$ cat src/rtl/step_gen_pkg.sv
// Shared constants and FSM encoding for the step pulse generator.
package step_gen_pkg;

  localparam int unsigned DEF_CNT_WIDTH    = 32;
  localparam int unsigned DEF_PULSE_CYCLES = 4;

  typedef enum logic [1:0] {
    ST_IDLE = 2'd0,
    ST_HIGH = 2'd1,
    ST_LOW  = 2'd2
  } state_e;

endpackage

$ cat src/rtl/step_gen_if.sv
// Command/status bundle between a motion controller and one step_gen channel.
interface step_gen_if #(
  parameter int unsigned CNT_WIDTH = 32
);
  import step_gen_pkg::*;

  // start_in is a request sampled only while r_busy_out is low (IDLE acts as
  // "ready"); a request seen while busy is dropped, not queued.
  logic                 start_in;
  logic                 abort_in;
  logic                 dir_in;
  logic [CNT_WIDTH-1:0] period_in;
  logic [CNT_WIDTH-1:0] steps_in;
  logic                 r_step_out;
  logic                 r_dir_out;
  logic                 r_busy_out;
  logic                 r_done_out;
  logic [CNT_WIDTH-1:0] r_remaining_out;
  state_e               r_state_out;

  modport master (
    output start_in, abort_in, dir_in, period_in, steps_in,
    input  r_step_out, r_dir_out, r_busy_out, r_done_out, r_remaining_out, r_state_out
  );

  modport slave (
    input  start_in, abort_in, dir_in, period_in, steps_in,
    output r_step_out, r_dir_out, r_busy_out, r_done_out, r_remaining_out, r_state_out
  );

endinterface

$ cat src/rtl/step_gen_down_counter.sv
// Loadable down counter that saturates at zero; times both pulse phases.
module step_gen_down_counter #(
  parameter int unsigned WIDTH = 32
) (
  input  logic             clk_i,
  input  logic             rst_i,
  input  logic             load_i,
  input  logic             en_i,
  input  logic [WIDTH-1:0] load_val_i,
  output logic             zero_o
);

  logic [WIDTH-1:0] count_q;

  always_ff @(posedge clk_i) begin
    if (rst_i) begin
      count_q <= '0;
    end else if (load_i) begin
      count_q <= load_val_i;
    end else if (en_i && (count_q != '0)) begin
      count_q <= count_q - WIDTH'(1);
    end
  end

  assign zero_o = (count_q == '0);

endmodule

$ cat src/rtl/step_gen.sv
// Step/direction pulse generator: emits a fixed number of fixed-width pulses
// at a programmable period, with abort and a one-cycle completion pulse.
module step_gen
  import step_gen_pkg::*;
#(
  parameter int unsigned CNT_WIDTH    = DEF_CNT_WIDTH,
  parameter int unsigned PULSE_CYCLES = DEF_PULSE_CYCLES
) (
  input  logic       clk_in,
  input  logic       reset_in,
  step_gen_if.slave  bus
);

  localparam logic [CNT_WIDTH-1:0] ONE        = CNT_WIDTH'(1);
  localparam logic [CNT_WIDTH-1:0] PULSE_W    = CNT_WIDTH'(PULSE_CYCLES);
  localparam logic [CNT_WIDTH-1:0] MIN_PERIOD = CNT_WIDTH'(PULSE_CYCLES + 1);
  localparam logic [CNT_WIDTH-1:0] HIGH_LOAD  = CNT_WIDTH'(PULSE_CYCLES - 1);

  state_e               state_q;
  logic                 step_q, dir_q, busy_q, done_q;
  logic [CNT_WIDTH-1:0] remaining_q;
  logic [CNT_WIDTH-1:0] low_load_q;

  logic                 accept;
  logic [CNT_WIDTH-1:0] eff_period, low_load_d;
  logic                 cnt_load, cnt_en, cnt_zero;
  logic [CNT_WIDTH-1:0] cnt_val;

  assign accept = (state_q == ST_IDLE) && bus.start_in && !bus.abort_in;

  // Counter is loaded with (length - 1) so zero marks the last cycle of a phase.
  always_comb begin
    eff_period = (bus.period_in < MIN_PERIOD) ? MIN_PERIOD : bus.period_in;
    low_load_d = eff_period - PULSE_W - ONE;
  end

  always_comb begin
    cnt_load = 1'b0;
    cnt_en   = 1'b0;
    cnt_val  = '0;
    case (state_q)
      ST_IDLE: begin
        if (accept && (bus.steps_in != '0)) begin
          cnt_load = 1'b1;
          cnt_val  = HIGH_LOAD;
        end
      end
      ST_HIGH: begin
        if (bus.abort_in) begin
          cnt_load = 1'b1;
        end else if (cnt_zero) begin
          cnt_load = 1'b1;
          cnt_val  = low_load_q;
        end else begin
          cnt_en = 1'b1;
        end
      end
      ST_LOW: begin
        if (bus.abort_in) begin
          cnt_load = 1'b1;
        end else if (cnt_zero) begin
          cnt_load = 1'b1;
          cnt_val  = (remaining_q != '0) ? HIGH_LOAD : '0;
        end else begin
          cnt_en = 1'b1;
        end
      end
      default: cnt_load = 1'b1;
    endcase
  end

  step_gen_down_counter #(.WIDTH(CNT_WIDTH)) u_phase_cnt (
    .clk_i      (clk_in),
    .rst_i      (reset_in),
    .load_i     (cnt_load),
    .en_i       (cnt_en),
    .load_val_i (cnt_val),
    .zero_o     (cnt_zero)
  );

  always_ff @(posedge clk_in) begin
    if (reset_in) begin
      state_q     <= ST_IDLE;
      step_q      <= 1'b0;
      dir_q       <= 1'b0;
      busy_q      <= 1'b0;
      done_q      <= 1'b0;
      remaining_q <= '0;
      low_load_q  <= '0;
    end else begin
      done_q <= 1'b0;
      case (state_q)
        ST_IDLE: begin
          if (accept) begin
            if (bus.steps_in == '0) begin
              done_q <= 1'b1;
            end else begin
              state_q     <= ST_HIGH;
              step_q      <= 1'b1;
              busy_q      <= 1'b1;
              dir_q       <= bus.dir_in;
              remaining_q <= bus.steps_in - ONE;
              low_load_q  <= low_load_d;
            end
          end
        end
        ST_HIGH: begin
          if (bus.abort_in) begin
            state_q     <= ST_IDLE;
            step_q      <= 1'b0;
            busy_q      <= 1'b0;
            remaining_q <= '0;
          end else if (cnt_zero) begin
            state_q <= ST_LOW;
            step_q  <= 1'b0;
          end
        end
        ST_LOW: begin
          if (bus.abort_in) begin
            state_q     <= ST_IDLE;
            busy_q      <= 1'b0;
            remaining_q <= '0;
          end else if (cnt_zero) begin
            if (remaining_q != '0) begin
              state_q     <= ST_HIGH;
              step_q      <= 1'b1;
              remaining_q <= remaining_q - ONE;
            end else begin
              state_q <= ST_IDLE;
              busy_q  <= 1'b0;
              done_q  <= 1'b1;
            end
          end
        end
        default: begin
          state_q <= ST_IDLE;
          step_q  <= 1'b0;
          busy_q  <= 1'b0;
        end
      endcase
    end
  end

  assign bus.r_step_out      = step_q;
  assign bus.r_dir_out       = dir_q;
  assign bus.r_busy_out      = busy_q;
  assign bus.r_done_out      = done_q;
  assign bus.r_remaining_out = remaining_q;
  assign bus.r_state_out     = state_q;

endmodule

$ cat src/flat_wrapper.sv
// flat-port wrapper written by rule: the top's interface ports become plain ports
module step_gen_flat import step_gen_pkg::*;
#(
  parameter int unsigned CNT_WIDTH    = DEF_CNT_WIDTH,
  parameter int unsigned PULSE_CYCLES = DEF_PULSE_CYCLES
)
  (clk_in, reset_in, bus_start_in, bus_abort_in, bus_dir_in, bus_period_in, bus_steps_in, bus_r_step_out, bus_r_dir_out, bus_r_busy_out, bus_r_done_out, bus_r_remaining_out, bus_r_state_out);
  step_gen_if #(.CNT_WIDTH(CNT_WIDTH)) bus_i ();
  input  logic clk_in;
  input  logic reset_in;
  input wire logic [$bits(bus_i.start_in)-1:0] bus_start_in;
  input wire logic [$bits(bus_i.abort_in)-1:0] bus_abort_in;
  input wire logic [$bits(bus_i.dir_in)-1:0] bus_dir_in;
  input wire logic [$bits(bus_i.period_in)-1:0] bus_period_in;
  input wire logic [$bits(bus_i.steps_in)-1:0] bus_steps_in;
  output wire logic [$bits(bus_i.r_step_out)-1:0] bus_r_step_out;
  output wire logic [$bits(bus_i.r_dir_out)-1:0] bus_r_dir_out;
  output wire logic [$bits(bus_i.r_busy_out)-1:0] bus_r_busy_out;
  output wire logic [$bits(bus_i.r_done_out)-1:0] bus_r_done_out;
  output wire logic [$bits(bus_i.r_remaining_out)-1:0] bus_r_remaining_out;
  output wire logic [$bits(bus_i.r_state_out)-1:0] bus_r_state_out;
  assign bus_i.start_in = bus_start_in;
  assign bus_i.abort_in = bus_abort_in;
  assign bus_i.dir_in = bus_dir_in;
  assign bus_i.period_in = bus_period_in;
  assign bus_i.steps_in = bus_steps_in;
  assign bus_r_step_out = bus_i.r_step_out;
  assign bus_r_dir_out = bus_i.r_dir_out;
  assign bus_r_busy_out = bus_i.r_busy_out;
  assign bus_r_done_out = bus_i.r_done_out;
  assign bus_r_remaining_out = bus_i.r_remaining_out;
  assign bus_r_state_out = bus_i.r_state_out;
  step_gen #(.CNT_WIDTH(CNT_WIDTH), .PULSE_CYCLES(PULSE_CYCLES)) u_core (.clk_in(clk_in), .reset_in(reset_in), .bus(bus_i));
endmodule
$ cat config.mk
export PLATFORM = sky130hd
export DESIGN_NAME = step_gen_flat
export DESIGN_NICKNAME = d
export VERILOG_FILES = /design/src/rtl/step_gen_pkg.sv /design/src/rtl/step_gen_if.sv /design/src/rtl/step_gen_down_counter.sv /design/src/rtl/step_gen.sv /design/src/flat_wrapper.sv
export SDC_FILE = /design/constraint.sdc
export NUM_CORES = 1
export LEC_CHECK = 0
export ABC_AREA = 1
export BUFFER_PORTS_ARGS = -buffer_cell sky130_fd_sc_hd__clkbuf_2
export CORE_MARGIN = 1
export CORE_UTILIZATION = 64
export DETAILED_ROUTE_END_ITERATION = 8
export PLACE_DENSITY = 0.83
export SYNTH_ARGS = -nofsm -noshare
export SYNTH_HDL_FRONTEND = slang
export SYNTH_SLANG_ARGS = --single-unit
$ cat constraint.sdc
create_clock -name clk_in -period 2.9 [get_ports clk_in]
set_input_delay 0.435 -clock clk_in [delete_from_list [all_inputs] [get_ports clk_in]]
set_output_delay 0.435 -clock clk_in [all_outputs]
set_load 0.01 [all_outputs]
After elaboration in Yosys (flattened, before gate mapping)
Index checks and enable logic that the tools add are counted.
{"block": "totals", "register_bits": 102, "input_bits": 69, "out_inout_bits": 38, "wordCells": 97}
{"block": "op_classes", "n_addsub": 5, "order_cmp": 1, "n_eq_ne": 12, "muxes": 51, "n_bitwise": 1, "reduce_logical": 19}
{"operator": "$mux W32", "count": 13}
{"operator": "$pmux W32 S3", "count": 2}
{"operator": "$sub A32 B1 Y32 const B", "count": 4}
{"operator": "$reduce_bool A32 Y1", "count": 3}
{"operator": "$logic_not A32 Y1", "count": 2}
{"operator": "$lt A32 B3 Y1 const B", "count": 1}
{"operator": "$sub A32 B3 Y32 const B", "count": 1}
{"operator": "$mux W1", "count": 23}
{"operator": "$mux W2", "count": 8}
{"operator": "$reduce_and A6 Y1", "count": 2}
{"operator": "$ne A3 B2 Y1 const B", "count": 3}
{"operator": "$ne A2 B1 Y1 const B", "count": 3}
{"operator": "$ne A2 B2 Y1 const B", "count": 3}
{"operator": "$pmux W1 S3", "count": 2}
{"operator": "$pmux W2 S3", "count": 1}
{"operator": "$reduce_and A5 Y1", "count": 1}
{"operator": "$logic_and A1 B1 Y1", "count": 4}
{"operator": "$pmux W1 S2", "count": 2}
{"operator": "$reduce_and A4 Y1", "count": 1}
{"operator": "$ne A3 B3 Y1 const B", "count": 1}
{"operator": "$reduce_and A3 Y1", "count": 1}
{"operator": "$reduce_bool A3 Y1", "count": 1}
{"operator": "$eq A2 B1 Y1 const B", "count": 1}
{"operator": "$eq A2 B2 Y1 const B", "count": 1}
{"operator": "other kinds (5)", "count": 5}

Depth between registers and ports, before layout
{"block": "logic_depth", "word_depth": 7, "depth_mapped": 17, "depth_no_buf": 17}

Modules after synthesis
From an unflattened synthesis, not the netlist that was laid out.
{"block": "hier_totals", "cells_unflattened": 1444, "hier_area_um2": 8389.3}
{"mod": "step_gen", "n_inst": 1, "cells_each": 1018, "area_each_um2": 5977.0, "seq_area_each_um2": 1401.3}
{"mod": "step_gen_down_counter", "n_inst": 1, "cells_each": 426, "area_each_um2": 2412.3, "seq_area_each_um2": 640.6}

Worst setup path after synthesis
No wires, ideal clock.
{"block": "synth_timing", "path_type": "input -> register", "start": "in bus_period_in[13]", "end": "reg u_core.low_load_q[6]", "setup_ns": 0.113, "arrival_time_ns": 1.985, "required_ns": 2.787, "path_slack_ns": 0.802, "cell_stages": 15, "path_buffers": 1, "path_cell_list": "or2_1 > nor2_1 > nand2_1 > nor2_1 > nand2_1 > nand2_1 > inv_1 > ha_1 > inv_1 > nand2_1 > buf_4 > nand2_2 > xor2_1 > o21ai_1 > inv_1"}
{"block": "synth_via", "elab_chain_len": 4}
{"element": "from (decl)", "line_no": "flat_wrapper.sv:14", "source": "input wire logic [$bits(bus_i.period_in)-1:0] bus_period_in;"}
{"element": "$lt A32 B3 Y1", "line_no": "step_gen.sv:33", "source": "eff_period = (bus.period_in < MIN_PERIOD) ? MIN_PERIOD : bus.period_in;"}
{"element": "$mux W32", "line_no": "step_gen.sv:33"}
{"element": "$sub A32 B3 Y32", "line_no": "step_gen.sv:34", "source": "low_load_d = eff_period - PULSE_W - ONE;"}
{"element": "$sub A32 B1 Y32", "line_no": "step_gen.sv:34"}
{"element": "to (signal assigned)", "line_no": "step_gen.sv:103", "source": "low_load_q <= low_load_d;"}
{"element": "to (decl)", "line_no": "step_gen.sv:22", "source": "logic [CNT_WIDTH-1:0] low_load_q;"}
No other way between the ends.
A chain may end at the register's enable or synchronous reset.

Final worst setup path
{"block": "layout_timing", "start": "reg u_core.u_phase_cnt.count_q[0]", "end": "reg u_core.u_phase_cnt.count_q[9]"}
{"block": "layout_via", "elab_chain_len": 6, "word_cells_on_any_way": 16, "classes_between": "add/sub (1); mux (11); reduce/logical (4)"}
{"element": "from (decl)", "line_no": "step_gen_down_counter.sv:13", "source": "logic [WIDTH-1:0] count_q;"}
{"element": "from (signal assigned)", "line_no": "step_gen_down_counter.sv:19", "source": "count_q <= load_val_i;"}
{"element": "from (signal assigned)", "line_no": "step_gen_down_counter.sv:21", "source": "count_q <= count_q - WIDTH'(1);"}
{"element": "branches (longest 6 deep; another with $sub A32 B1 Y32)"}
Parallel ways; which one is timed is not known. The select of a mux whose other input is x is not followed.

==> results.txt <==
The flow ran to the end, and the final reports show no timing, DRC or antenna violations. In the final routed layout, each cell accounts on average for 14.6 um. The simple-gate share of the synthesized area came out at 0.436. The measured slew at the worst slew-check pin is between 0.5 and 0.6 ns.

In the final layout, the multi-input gates occupy 5230 um2. During synthesis, Yosys emitted a total of 0 warnings. The fraction of post-synthesis cell area in the top cell type by area came out at 0.246. Compared with the post-synthesis result, the final layout area differs by 11.9%. The worst register-to-register path ends at u_core.u_phase_cnt.count_q[9]. The min-delay analysis places its worst path in the category in -> reg.

The floorplan step defined a die boundary enclosing 13400 um2. The routed wire length came out at between 20 and 30 mm. The number of stages on the worst hold path came out at 3. Clock latency on the worst-skew pair, taken at its later pin, is ~0.37 ns.

The number of global-route vias before repair came out at between 8000 and 9000. The count of flip-flops with a built-in enable after synthesis is 0. The number of pins exceeding their max-slew limit in the final report is 0.

Summed over all nets, the half-perimeter wirelength after detailed placement is 19.2 mm. The detail route stage leaves a number of antenna-violating nets equal to 0. The slowest cell on the critical path is sky130_fd_sc_hd__dfxtp_1.

The adder-cell share of the synthesized area came out at 0.0121. STA classifies the critical path endpoint as a flop. The area fraction in compound gates after synthesis was 0.126. The leftover overflow at the end of global routing came out at 0. The multiplexer area fraction after synthesis is 0. The leading cell type by number of instances after synthesis is sky130_fd_sc_hd__nand2_1. The post-synthesis instance total is around 1500. In the final layout, the share of cells above drive strength 1 is 0.117. The achievable clock frequency came out at around 420 MHz. The number of antenna violations at the first check in global routing was 0.

Among cell families on the critical path, the largest total delay comes from simple AND/OR/NAND/NOR gates. For the worst flop-to-flop path, the logic depth is 12. Setup violations remaining at the end of the flow were counted as 0. The finished layout cell area came out at between 9000 and 10000 um2. The combined flip-flop and latch cell area came out at about 2000 um2. The share of total power dissipated in sequential elements is 0.260. The largest fanout on the critical path is 16. TritonCTS built the clock tree.

The shortest period the worst path allows is between 2 and 2.5 ns. The post-cts repair resize count is 0. The cts-stage hold buffer count came out at 0.

After synthesis, the mean cell area works out to 5.71 um2. The total of fill cells in the finished design came out at ~1200. The total DRC errors in the routed layout is 0. The switching power share of the total came out at 0.508.

The arrival time of data at the critical path endpoint came out at approximately 2.7 ns. The clock share of power is 0.148. In this run the post-CTS setup repair buffer count came out at 0.

The die outline height came out at 116 um. The final setup skew is about 0.011 ns. In the post-synthesis netlist, the biggest area contributors are sky130_fd_sc_hd__dfxtp_1 25%, sky130_fd_sc_hd__nand2_1 14%, sky130_fd_sc_hd__nor2_1 14%. The relative contribution of combinational cells to total power came out at 0.592. The register bit total from synthesis came out at about 100. The largest total area in the synthesized netlist belongs to sky130_fd_sc_hd__dfxtp_1. The tightest slew margin relative to the limit came out at 0.617. The first routing iteration left 900 violations. The summed negative setup slack over all endpoints came out at 0 ns. The antenna cell count is 0. Using the TritonRoute via totals, the vias-per-cell ratio works out to roughly 5.6. The longest clock path from root to sink contains 2 buffers. Detailed routing inserted a total of roughly 9500 vias. The netlist area before placement is 8290 um2. In this run the worst setup path terminates at u_core.u_phase_cnt.count_q[9]. The area of the core region is around 13000 um2.

The tightest hold path in the finished design has a slack of ~0.30 ns. The number of nets handed over by synthesis was ~1500. In this run the power spent charging and discharging nets is approximately 4400 uW.

The slack of the worst reg-to-reg path came out at roughly 0.54 ns. The total power per unit cell area came out at 944 nW/um2. The part of the cycle the worst path needs came out at 0.815.

The number of top-level pins is about 110. By startpoint and endpoint, the worst setup path is classified as reg -> reg. The commonest cells after synthesis are 311 x sky130_fd_sc_hd__nand2_1, 299 x sky130_fd_sc_hd__nor2_1, 203 x sky130_fd_sc_hd__inv_1, 127 x sky130_fd_sc_hd__nand3_1, 107 x sky130_fd_sc_hd__o21ai_0. Measured along the x axis, the die boundary spans approximately 120 um. The effective utilization at floorplan came out at 0.657. Before antenna repair, the detailed router went through 6 iterations. Setup repair after global routing left no endpoint under its margin. Of the total synthesized cell area, the portion taken by XOR and XNOR cells is 0.0571. The total number of placement rows is 41. The launching point of the worst reg2reg path is u_core.u_phase_cnt.count_q[0]. The largest net degree at the start of global routing came out at between 50 and 60. The instance area after placement came out at 8950 um2. The global router's overall resource usage came out at 0.386.

The critical path crosses 12 cells after its start point. The post-CTS clock slew at the launch and capture registers of the worst setup and hold paths came out at 0.08 ns. The core utilization of the finished layout came out at 0.734. The highest ir drop seen on vdd is around 0.65 mV. The async set-reset flop share out of synthesis is 0. The signal on the critical path passes through inv_1 -> ha_1 -> nand2_2 -> nor2_4 -> nand3_2 -> nor2_2 -> nand2_1 -> inv_2 -> nand2_1 -> nand2_1 -> o21ai_0 -> a21oi_1. Of the synthesized area, sequential elements account for 0.246. The type of element launching the critical path is a flop. The TritonCTS sink count is approximately 100. For the worst setup path, the data required time is ~3.2 ns.

The analysis attributes to cell leakage a power of between 0.004 and 0.005 uW. The max-cap check violation count is 0. Counting the buffers created by CTS gives 9. The root buffer cell chosen for the clock tree is sky130_fd_sc_hd__clkbuf_16. The wire length of the first global-routing pass is between 40 and 50 mm. The critical path starts at u_core.u_phase_cnt.count_q[0].

The most common cell type on the critical path is sky130_fd_sc_hd__nand2_1. The cell-internal power is between 4000 and 5000 uW. The level count of the clock H-tree is 3. The number of I/O port buffers came out at about 110. The combined buffer and inverter count along the critical path is 2. The final hold violation count is 0. The combinational family with the most area after synthesis is simple AND/OR/NAND/NOR gates.

At the end of the flow, the number of nets in the layout was around 1600. The congestion estimate from routability-driven global placement came to a little over 1. The most used flip-flop cell after synthesis is sky130_fd_sc_hd__dfxtp_1. The largest stage delay on the critical path is ~0.31 ns. The unique cell type count in the Yosys netlist is between 40 and 50.
-- cell type report --
cell class | instances | share of cell area
Clock inverter | 6 | 0.00878
Sequential cell | 102 | 0.220
Timing Repair Buffer | 124 | 0.0732
Multi-Input combinational cell | 1093 | 0.564
Inverter | 209 | 0.0848
Clock buffer | 10 | 0.0258
Tap cell | 172 | 0.0232
-- metal layers --
layer,share of wire,track usage,vias to the layer above
li1,-,-,4776
met1,0.39,0.431,4217
met2,0.49,0.693,432
met3,0.069,0.0643,99
met4,0.053,0.220,0
met5,0,0,-
-- worst min path at each step --
stage                          start                             end  slack (ns)
2_1_floorplan  u_core.low_load_q[19]  u_core.u_phase_cnt.count_q[19]        0.46
3_3_place_gp   u_core.bus.r_busy_out           u_core.bus.r_busy_out        0.48
3_5_place_dp   u_core.bus.r_busy_out           u_core.bus.r_busy_out        0.47
4_1_cts                   bus_dir_in            u_core.bus.r_dir_out        0.29
5_1_grt                   bus_dir_in            u_core.bus.r_dir_out        0.34
6_report                  bus_dir_in            u_core.bus.r_dir_out        0.30
-- power groups by stage --
stage | logic, uW | clock network, uW | registers (uW)
after floorplan | 3810 | 0 | 2250
after global placement | 4940 | 0 | 2280
after detailed placement | 5060 | 0 | 2290
after CTS | 5100 | 1300 | 2260
after global routing | 5810 | 1360 | 2320
final | 5180 | 1290 | 2270
-- kinds of logic after synthesis --
group | after synthesis
AND/OR/NAND/NOR | 838
buffers and inverters | 256
AO/OA/AOI/OAI | 193
flip-flops | 102
XOR/XNOR | 54
adder cells (fa/ha/maj) | 8
-- flip-flops by register name, indices dropped and copies added (netlist names) --
signal,cells
u_core.bus.r_remaining_out,32
u_core.low_load_q,32
u_core.u_phase_cnt.count_q,32
u_core.bus.r_state_out,2
u_core.bus.r_busy_out,1
u_core.bus.r_dir_out,1
u_core.bus.r_done_out,1
u_core.bus.r_step_out,1
-- layout by cell type (no fill, tap or decap), types with 3 or more instances in the layout --
cell and instances:
sky130_fd_sc_hd__a21oi_1 57, sky130_fd_sc_hd__a31oi_1 3, sky130_fd_sc_hd__buf_4 17, sky130_fd_sc_hd__clkbuf_16 9
sky130_fd_sc_hd__clkbuf_2 106, sky130_fd_sc_hd__dfxtp_1 102, sky130_fd_sc_hd__ha_1 8, sky130_fd_sc_hd__inv_1 202
sky130_fd_sc_hd__inv_2 6, sky130_fd_sc_hd__nand2_1 311, sky130_fd_sc_hd__nand2_2 6, sky130_fd_sc_hd__nand3_1 127
sky130_fd_sc_hd__nand3b_1 18, sky130_fd_sc_hd__nand4_1 31, sky130_fd_sc_hd__nor2_1 299, sky130_fd_sc_hd__nor2_2 11
sky130_fd_sc_hd__nor2_4 4, sky130_fd_sc_hd__nor3_1 16, sky130_fd_sc_hd__nor4_1 4, sky130_fd_sc_hd__o211ai_1 4
sky130_fd_sc_hd__o211ai_2 3, sky130_fd_sc_hd__o21ai_0 107, sky130_fd_sc_hd__o21ai_1 6, sky130_fd_sc_hd__o21bai_1 7
sky130_fd_sc_hd__o22ai_1 3, sky130_fd_sc_hd__xnor2_1 17, sky130_fd_sc_hd__xor2_1 37
-- tightest hold or removal path: stages --
cell,delay [ns]
sky130_fd_sc_hd__clkbuf_2,0.07
sky130_fd_sc_hd__nor2_1,0.03
sky130_fd_sc_hd__nor2_1,0.08
-- metrics by stage --
step / setup slack (ns) / std cells / power [uW]
after floorplan: 0.802 / 1451 / 6050
after global placement: 0.315 / 1700 / 7230
after detailed placement: 0.301 / 1700 / 7340
after CTS: 0.570 / 1716 / 8670
after global routing: 0.267 / 1716 / 9490
final: 0.537 / 1716 / 8750
Note: power is estimated with default switching activity, not from simulation.
